==> src/rtl/varredura_matriz.sv <==
// varredura_matriz: front end for the 4x2 parking-spot LED matrix.
//   - conditions the 8 raw spot sensors (2-flop synchroniser + debounce)
//   - scans the two matrix columns with a blanking gap between them
//   - keeps the registered count of free spots
// Ports:
//   clk          system clock, rising edge
//   reset        asynchronous, active-high
//   ch_in[7:0]   raw sensors, 1 = occupied (even bits column 1, odd column 2)
//   ch_out[7:0]  debounced sensors, to the column multiplexer ch0..ch7
//   sel          multiplexer column select (0 = even spots, 1 = odd spots)
//   col[1:0]     column enables, 01 = column 1, 10 = column 2, 00 = blanked
//   blank        high while both columns are off
//   frame_tick   one-cycle pulse at the start of each scan frame
//   vagas_livres free spots, 0..8
//   lotado       high when no spot is free
module varredura_matriz #(
  parameter int DIV        = 50000,
  parameter int BLANK      = 500,
  parameter int DEB_CYCLES = 250000
) (
  input  logic       clk,
  input  logic       reset,
  input  logic [7:0] ch_in,
  output logic [7:0] ch_out,
  output logic       sel,
  output logic [1:0] col,
  output logic       blank,
  output logic       frame_tick,
  output logic [3:0] vagas_livres,
  output logic       lotado
);

  localparam int PMAX = (DIV > BLANK) ? DIV : BLANK;
  localparam int PW   = $clog2(PMAX) + 1;
  localparam int DW   = $clog2(DEB_CYCLES) + 1;

  localparam logic [PW-1:0] DIV_END   = PW'(DIV - 1);
  localparam logic [PW-1:0] BLANK_END = PW'(BLANK - 1);
  localparam logic [DW-1:0] DEB_END   = DW'(DEB_CYCLES - 1);

  typedef enum logic [1:0] {S_BLANK1, S_COL0, S_BLANK0, S_COL1} state_t;

  // ---------------- scan FSM ----------------
  state_t        state_q;
  logic [PW-1:0] phase_q;
  logic          sel_q;
  logic [1:0]    col_q;
  logic          blank_q;
  logic          frame_tick_q;

  // sel only moves when entering a blank state, so the multiplexer has the
  // whole blanking interval to settle before its column lights up.
  always_ff @(posedge clk or posedge reset) begin
    if (reset) begin
      state_q      <= S_BLANK1;
      phase_q      <= '0;
      sel_q        <= 1'b0;
      col_q        <= 2'b00;
      blank_q      <= 1'b1;
      frame_tick_q <= 1'b0;
    end else begin
      frame_tick_q <= 1'b0;
      phase_q      <= phase_q + 1'b1;
      case (state_q)
        S_BLANK1: if (phase_q == BLANK_END) begin
          state_q      <= S_COL0;
          phase_q      <= '0;
          col_q        <= 2'b01;
          blank_q      <= 1'b0;
          frame_tick_q <= 1'b1;
        end
        S_COL0: if (phase_q == DIV_END) begin
          state_q <= S_BLANK0;
          phase_q <= '0;
          col_q   <= 2'b00;
          blank_q <= 1'b1;
          sel_q   <= 1'b1;
        end
        S_BLANK0: if (phase_q == BLANK_END) begin
          state_q <= S_COL1;
          phase_q <= '0;
          col_q   <= 2'b10;
          blank_q <= 1'b0;
        end
        default: if (phase_q == DIV_END) begin
          state_q <= S_BLANK1;
          phase_q <= '0;
          col_q   <= 2'b00;
          blank_q <= 1'b1;
          sel_q   <= 1'b0;
        end
      endcase
    end
  end

  assign sel        = sel_q;
  assign col        = col_q;
  assign blank      = blank_q;
  assign frame_tick = frame_tick_q;

  // ---------------- sensor conditioning ----------------
  logic [7:0]         sync1_q, sync2_q;
  logic [7:0]         ch_out_q;
  logic [7:0][DW-1:0] cnt_q;

  // Each bit counts consecutive cycles of disagreement with its accepted
  // value; any cycle of agreement restarts the count.
  always_ff @(posedge clk or posedge reset) begin
    if (reset) begin
      sync1_q  <= '0;
      sync2_q  <= '0;
      ch_out_q <= '0;
      cnt_q    <= '0;
    end else begin
      sync1_q <= ch_in;
      sync2_q <= sync1_q;
      for (int i = 0; i < 8; i++) begin
        if (sync2_q[i] == ch_out_q[i]) begin
          cnt_q[i] <= '0;
        end else if (cnt_q[i] == DEB_END) begin
          ch_out_q[i] <= sync2_q[i];
          cnt_q[i]    <= '0;
        end else begin
          cnt_q[i] <= cnt_q[i] + 1'b1;
        end
      end
    end
  end

  assign ch_out = ch_out_q;

  // ---------------- free-spot count ----------------
  logic [3:0] ones_d;
  logic [3:0] vagas_d;
  logic [3:0] vagas_q;
  logic       lotado_q;

  always_comb begin
    ones_d = '0;
    for (int i = 0; i < 8; i++) ones_d = ones_d + {3'b000, ch_out_q[i]};
    vagas_d = 4'd8 - ones_d;
  end

  always_ff @(posedge clk or posedge reset) begin
    if (reset) begin
      vagas_q  <= 4'd8;
      lotado_q <= 1'b0;
    end else begin
      vagas_q  <= vagas_d;
      lotado_q <= (vagas_d == 4'd0);
    end
  end

  assign vagas_livres = vagas_q;
  assign lotado       = lotado_q;

endmodule

==> config.mk <==
export PLATFORM = sky130hd
export DESIGN_NAME = varredura_matriz
export DESIGN_NICKNAME = d
export VERILOG_FILES = /design/src/rtl/varredura_matriz.sv
export SDC_FILE = /design/constraint.sdc
export NUM_CORES = 1
export LEC_CHECK = 0
export BUFFER_PORTS_ARGS = -buffer_cell sky130_fd_sc_hd__buf_2
export CORE_AREA = 2 2 154 156
export CTS_BUF_LIST = sky130_fd_sc_hd__clkbuf_2 sky130_fd_sc_hd__clkbuf_4 sky130_fd_sc_hd__clkbuf_8
export CTS_CLUSTER_SIZE = 12
export DETAILED_ROUTE_END_ITERATION = 16
export DIE_AREA = 0 0 156 158
export PLACE_DENSITY = 0.56
export REMOVE_ABC_BUFFERS = 1
export SKIP_LAST_GASP = 1
export SLEW_MARGIN = 30
export SYNTH_ARGS = -nofsm -noshare
export SYNTH_HDL_FRONTEND = slang
export SYNTH_SLANG_ARGS = --single-unit
==> constraint.sdc <==
create_clock -name clk -period 9.8 [get_ports clk]
set_input_delay 2.94 -clock clk [delete_from_list [all_inputs] [get_ports clk]]
set_output_delay 2.94 -clock clk [all_outputs]
set_load 0.05 [all_outputs]
==> results of run 1 <==
-- worst paths after layout --
kind | slack [ns] | endpoint | from | cells past startpoint
worst max-delay path | 5.53 | ch_out[5] | ch_out[5] | 1
worst min register to register | 0.35 | sync2_q[1] | sync1_q[1] | 0
min in group asynchronous | 2.52 | cnt_q[84] | reset | 2
worst max register to register | 7.13 | lotado | ch_out[5] | 8
worst min-delay path | 0.35 | sync2_q[1] | sync1_q[1] | 0
max in group asynchronous | 6.12 | cnt_q[93] | reset | 3
-- where the power goes --
part	switching [W]	internal (W)	total [W]
clock	0.000350	0.000501	0.000851
sequential	0.00000938	0.000859	0.000868
combinational	0.0000328	0.0000112	0.0000440
-- metal layers --
layer	vias to the layer above	share of wire (%)	global-route usage, %
li1	3201	-	-
met5	-	0	0
met1	3005	51	20.4
met2	81	43	22.4
met4	0	2.8	5.64
met3	44	3.5	2.82
-- cells in the final DEF, fill, tap and decap left out, types with 2 or more instances in the layout --
cell type	n
and2_1	3
and3_1	19
and4_1	15
buf_2	27
clkbuf_4	18
clkbuf_8	47
clkinvlp_4	3
dfrtp_1	203
dfstp_2	2
fa_1	4
ha_1	18
inv_1	31
mux2_2	4
nand2_1	51
nand3_1	51
nand4_1	43
nand4bb_1	2
nor2_1	190
nor2b_1	5
nor3_1	30
nor4_1	25
nor4b_1	4
o21ai_0	9
o22ai_1	2
or2_1	4
or2_2	5
or4_1	6
xnor2_1	91
xor2_1	67
-- flip-flops by register name, summed over array words and instances, names as in the netlist, 2 cells and up --
| signal | count |
|---|---|
| vagas_livres | 4 |
| sync2_q | 8 |
| cnt_q | 152 |
| col | 2 |
| ch_out | 8 |
| sync1_q | 8 |
| phase_q | 17 |
| state_q | 2 |
-- stage by stage --
step,worst slack (ns),cells,hold slack (ns),utilization [%]
after global routing,5.46,1287,0.362,46.5
after floorplan,1.27,900,0.331,-
after global placement,4.95,1218,0.332,42.9
final,5.53,1287,0.347,46.5
after detailed placement,5.32,1218,0.345,42.9
after CTS,5.47,1287,0.347,46.5
-- area by class of cell --
type | instances | area (um^2)
Fill cell | 2151 | 12300
Sequential cell | 205 | 5130
Multi-Input combinational cell | 663 | 4130
Clock inverter | 4 | 27.5
Clock buffer | 65 | 782
Timing Repair Buffer | 28 | 146
Inverter | 32 | 133
Tap cell | 290 | 363
-- cells by family (layout without fill, tap and decap cells) --
kind of cell,count (synthesis),count (layout)
multiplexers,6,6
buffers and inverters,52,129
AO/OA/AOI/OAI,16,16
flip-flops,205,205
adder cells (fa/ha/maj),22,22
XOR/XNOR,158,158
AND/OR/NAND/NOR,461,461
==> flow_metrics.py, run 1 <==
metrics = {
    "yosys": {
        "synth_top_area_share_pct": 53.5,
        "synth.distinct_cells": 43,
        "yosys.area_share.xor_xnor_pct": 14.6,
        "synth_area_leader_cell": "dfrtp_1",
        "synth_mux_area_share_pct": 0.752,
        "synthSimpleGateAreaFrac_pct": 24.0,
        "synth-seq-cells": 205,
        "yosysWarningCount": 0,
        "synth.most_common_cell": "dfrtp_1",
        "synth-edff-count": 0,
        "synth_compound_area_share_pct": 0.976,
        "ys_seq_area_share_pct": 54.1,
        "synth.top_cells.by_count": "dfrtp_1 (203), nor2_1 (190), xnor2_1 (91), xor2_1 (67)",
        "synth_adder_area_share_pct": 3.22,
        "synth_area_leaders": "dfrtp_1 (54%), xnor2_1 (8.4%), nor2_1 (7.5%)",
        "ys.flop_type": "dfrtp_1",
        "avgSynthCellArea_um2": 10.3,
        "syn-cell-area_mm2": 0.00949,
        "syn_inst": 920,
        "async_reset_ff_share_pct": 100,
        "synth_top_family_by_area": "simple AND/OR/NAND/NOR gates",
    },
    "global_route": {
        "grt_pass1_wl_mm": 29.7,
        "grt_overflow": 0,
        "grt_util_all_layers_pct": 14.5,
        "grt_pass1_vias": 6316,
        "grt_max_degree": 126,
        "antenna_found_initial": 0,
    },
    "setup_path": {
        "crit_arrival_ns": 1.33,
        "cp.required_ns": 6.86,
        "start_kind": "flip-flop",
        "crit_buf_inv": 1,
        "cp_slowest_stage_delay_ns": 0.49,
        "cp_cell_sequence": "buf_2",
        "path_delay_family": "flip-flops",
        "critPathMaxFanout": 4,
        "path_class": "flip-flop to primary output",
        "slowest_stage": "dfrtp_1",
        "crit_path_end_kind": "primary output",
    },
    "timing": {
        "drv_slew": 0,
        "post-route-period-util_pct": 43.6,
        "hold_viol": 0,
        "tns_ns": 0,
        "relSlewSlack_pct": 53.0,
        "rsz0062_at_grt": "false",
        "fin_skew_ns": 0.0169,
        "fin_crit_ns": 4.27,
        "max_clock_freq_mhz": 234,
        "worst_slew_pin_slew_ns": 0.704,
        "setup_viol": 0,
    },
    "hold_path": {
        "hp-class": "flip-flop to flip-flop",
    },
    "cells_and_area": {
        "n_antenna_cell": 0,
        "area_delta_synth_final_pct": 12.9,
        "drive_above_1_share_pct": 11.5,
        "stdcell_area_mm2": 0.0107,
        "fin_nets": 1001,
    },
    "floorplan": {
        "die_y_um": 158,
        "dieArea_mm2": 0.0246,
        "rows": 56,
        "die_x_um": 156,
        "fp.coreArea_mm2": 0.0231,
        "ioPinCount": 28,
        "start_util_pct": 41.2,
    },
    "cts": {
        "clk_pin_slew_ns": 0.06,
        "clkLatencyLatePin_ns": 0.53,
        "clock_path_buffers": 3,
        "cts.htree.levels": 2,
        "cts_inserted_buffers": 39,
        "cts_root_buffer": "clkbuf_8",
        "cts.repair.resized": 0,
        "clock_sinks": 205,
        "ctsHoldBuffers": 0,
        "cts_tree": "done",
        "cts_setup_buffers": 0,
    },
    "pwr": {
        "power_w": 0.00176,
        "irDropWorstVdd_uv": 81.2,
        "cellPowerDensity_mw_per_mm2": 165,
        "p_leak_nw": 4.66,
    },
    "detailed_routing": {
        "drt_wl_total_mm": 16.7,
        "num_vias": 6331,
        "drt_pass1_iterations": 4,
        "ant_nets": 0,
        "wl_per_cell_um": 13.0,
        "viasPerCell": 4.92,
        "drc_errors": 0,
        "drt_iter0_drc": 263,
    },
    "place": {
        "place_congestion": 0.767,
        "hpwl_mm": 10.5,
        "dpl_cell_area_mm2": 0.00990,
        "io_buffers": 27,
    },
    "outcome": {
        "status": "completed",
    },
    "flow_run": {
        "cap_viol_max_count": 0,
    },
}
No activity file was read; power rests on OpenSTA's default activity.
==> run 2: changes to the inputs <==
- ABC_AREA: default -> 1
- CORE_AREA: 2 2 154 156 -> 2 2 166 168
- DIE_AREA: 0 0 156 158 -> 0 0 168 170
- PLACE_DENSITY: 0.56 -> 0.58
- clock period: 9.8 -> 3.9 ns (I/O delays scaled with it)
==> flow_metrics.py, run 2 <==
metrics = {
    "floorplan": {
        "rows": 60,
        "die_y_um": 170,
        "dieArea_mm2": 0.0286,
        "start_util_pct": 41.4,
        "fp.coreArea_mm2": 0.0267,
        "die_x_um": 168,
        "ioPinCount": 28,
    },
    "yosys": {
        "synth.distinct_cells": 38,
        "ys.flop_type": "dfrtp_1",
        "synth.top_cells.by_count": "nor2_1 (259), dfrtp_1 (203), nand2_1 (202), inv_1 (165), nand3_1 (92)",
        "synth_area_leader_cell": "dfrtp_1",
        "syn_inst": 1336,
        "synth_top_area_share_pct": 46.0,
        "synth_area_leaders": "dfrtp_1 (46%), nor2_1 (8.8%), nand2_1 (6.9%)",
        "synth-seq-cells": 205,
        "synth.most_common_cell": "nor2_1",
        "yosysWarningCount": 0,
        "syn-cell-area_mm2": 0.0110,
        "ys_seq_area_share_pct": 46.5,
        "avgSynthCellArea_um2": 8.26,
        "synth-edff-count": 0,
        "async_reset_ff_share_pct": 100,
    },
    "pwr": {
        "irDropWorstVdd_uv": 190,
        "switching_share_pct": 22.7,
        "p_sw_w": 0.00102,
        "p_leak_nw": 5.28,
        "power_w": 0.00450,
        "share_comb_of_total_power_pct": 2.9,
        "pwr-share-clk_pct": 48.6,
        "p_int_w": 0.00348,
        "seq_power_share_pct": 48.4,
        "cellPowerDensity_mw_per_mm2": 362,
    },
    "detailed_routing": {
        "drt_wl_total_mm": 22.8,
        "drc_errors": 0,
        "ant_nets": 0,
        "wl_per_cell_um": 12.9,
        "drt_pass1_iterations": 5,
        "num_vias": 8678,
        "viasPerCell": 4.90,
        "drt_iter0_drc": 538,
    },
    "setup_path": {
        "rr_worst_depth": 8,
        "reg2reg_to": "lotado",
        "crit_start": "ch_out[4]",
        "crit_arrival_ns": 3.14,
        "regToRegStartpoint": "ch_out[4]",
        "start_kind": "flip-flop",
        "reg2reg_slack_ns": 1.20,
        "crit_path_end_kind": "flip-flop",
        "cp.required_ns": 4.34,
        "crit_end": "lotado",
        "path_class": "flip-flop to flip-flop",
        "critPathMaxFanout": 4,
    },
    "timing": {
        "relSlewSlack_pct": 44.6,
        "fin_skew_ns": 0.0252,
        "post-route-period-util_pct": 69.3,
        "drv_slew": 0,
        "fin_crit_ns": 2.70,
        "hold_viol": 0,
        "rsz0062_at_grt": "false",
        "worst_slew_pin_slew_ns": 0.830,
        "setup_viol": 0,
        "hold-worst-slack_ns": 0.344,
        "max_clock_freq_mhz": 370,
    },
    "cells_and_area": {
        "mostFrequentLayoutCell": "nor2_1",
        "stdcell_count": 1771,
        "largest_register_ffs": 152,
        "fin_nets": 1436,
        "area_delta_synth_final_pct": 12.7,
        "reg.largest.list": "cnt_q x152, phase_q x17",
        "n_antenna_cell": 0,
        "final_cell_mix": "nor2_1 (259), dfrtp_1 (203), nand2_1 (202), inv_1 (164), nand3_1 (92)",
        "top_register": "cnt_q",
        "drive_above_1_share_pct": 14.2,
    },
    "global_route": {
        "grt_max_degree": 123,
        "grt_pass1_wl_mm": 40.5,
        "antenna_found_initial": 0,
        "grt_pass1_vias": 8865,
        "grt_overflow": 0,
        "grt_util_all_layers_pct": 16.9,
    },
    "place": {
        "io_buffers": 27,
        "place_congestion": 0.867,
        "dp_cells": 1705,
        "hpwl_mm": 16.4,
    },
    "hold_path": {
        "hp-class": "flip-flop to flip-flop",
    },
    "cts": {
        "clk_pin_slew_ns": 0.06,
        "ctsHoldBuffers": 0,
        "cts_root_buffer": "clkbuf_8",
        "clock_path_buffers": 3,
        "cts.repair.resized": 0,
        "clkLatencyLatePin_ns": 0.54,
        "cts_inserted_buffers": 38,
        "clock_sinks": 205,
        "cts_tree": "done",
        "cts_setup_buffers": 0,
        "cts.htree.levels": 2,
    },
    "flow_run": {
        "cap_viol_max_count": 0,
    },
    "outcome": {
        "status": "completed",
    },
}
[run 2: cells by family after synthesis]
| logic type | Yosys count | share of synthesized area, % |
|---|---|---|
| AND/OR/NAND/NOR | 772 | 34.0 |
| flip-flops | 205 | 46.5 |
| adder cells (fa/ha/maj) | 22 | 2.77 |
| XOR/XNOR | 95 | 7.54 |
| buffers and inverters | 185 | 6.36 |
| AO/OA/AOI/OAI | 57 | 2.83 |
[run 2: area by class of cell]
cell class	count	area [um^2]
fill	2645	14200
multi-input combinational	946	5200
sequential	205	5130
clock buffer	55	701
inverter	181	687
tap	341	427
timing repair buffer	32	173
clock inverter	11	113
[run 2: worst min path at each step]
stage / cells past startpoint / to / from
global placement: 0 / sync2_q[7] / sync1_q[7]
floorplan: 0 / sync2_q[0] / sync1_q[0]
finish: 0 / sync2_q[1] / sync1_q[1]
CTS: 0 / sync2_q[1] / sync1_q[1]
global route: 0 / sync2_q[6] / sync1_q[6]
detailed placement: 0 / sync2_q[6] / sync1_q[6]
[run 2: routing by layer]
layer	GRT usage, %	routed length (um)
met1	22.2	10900
met2	28.5	10500
met3	3.16	885
met4	5.33	502
met5	0	0
[run 2: through the flow]
stage,area (um^2),setup WS [ns],utilization [%],setup TNS (ns)
floorplan,11000,-2.86,-,-583.67
global placement,11600,1.27,43.6,0
detailed placement,11600,1.19,43.6,0
CTS,12400,1.18,46.7,0
global route,12400,0.977,46.7,0
finish,12400,1.20,46.7,0
[run 2: power groups by stage]
stage / Combinational (W) / Clock [W] / Sequential (W)
after CTS: 0.000139 / 0.00228 / 0.00218
final: 0.000132 / 0.00219 / 0.00218
after global routing: 0.000155 / 0.00239 / 0.00218
after global placement: 0.000136 / 0 / 0.00222
after floorplan: 0.0000957 / 0 / 0.00221
after detailed placement: 0.000138 / 0 / 0.00222
[run 2: worst max-delay path, stage by stage (launching register included)]
cell and delay [ns]:
dfrtp_1 0.45, fa_1 0.56, inv_1 0.08, ha_1 0.20, fa_1 0.49, fa_1 0.46
inv_1 0.07, ha_1 0.13, nor3b_1 0.19
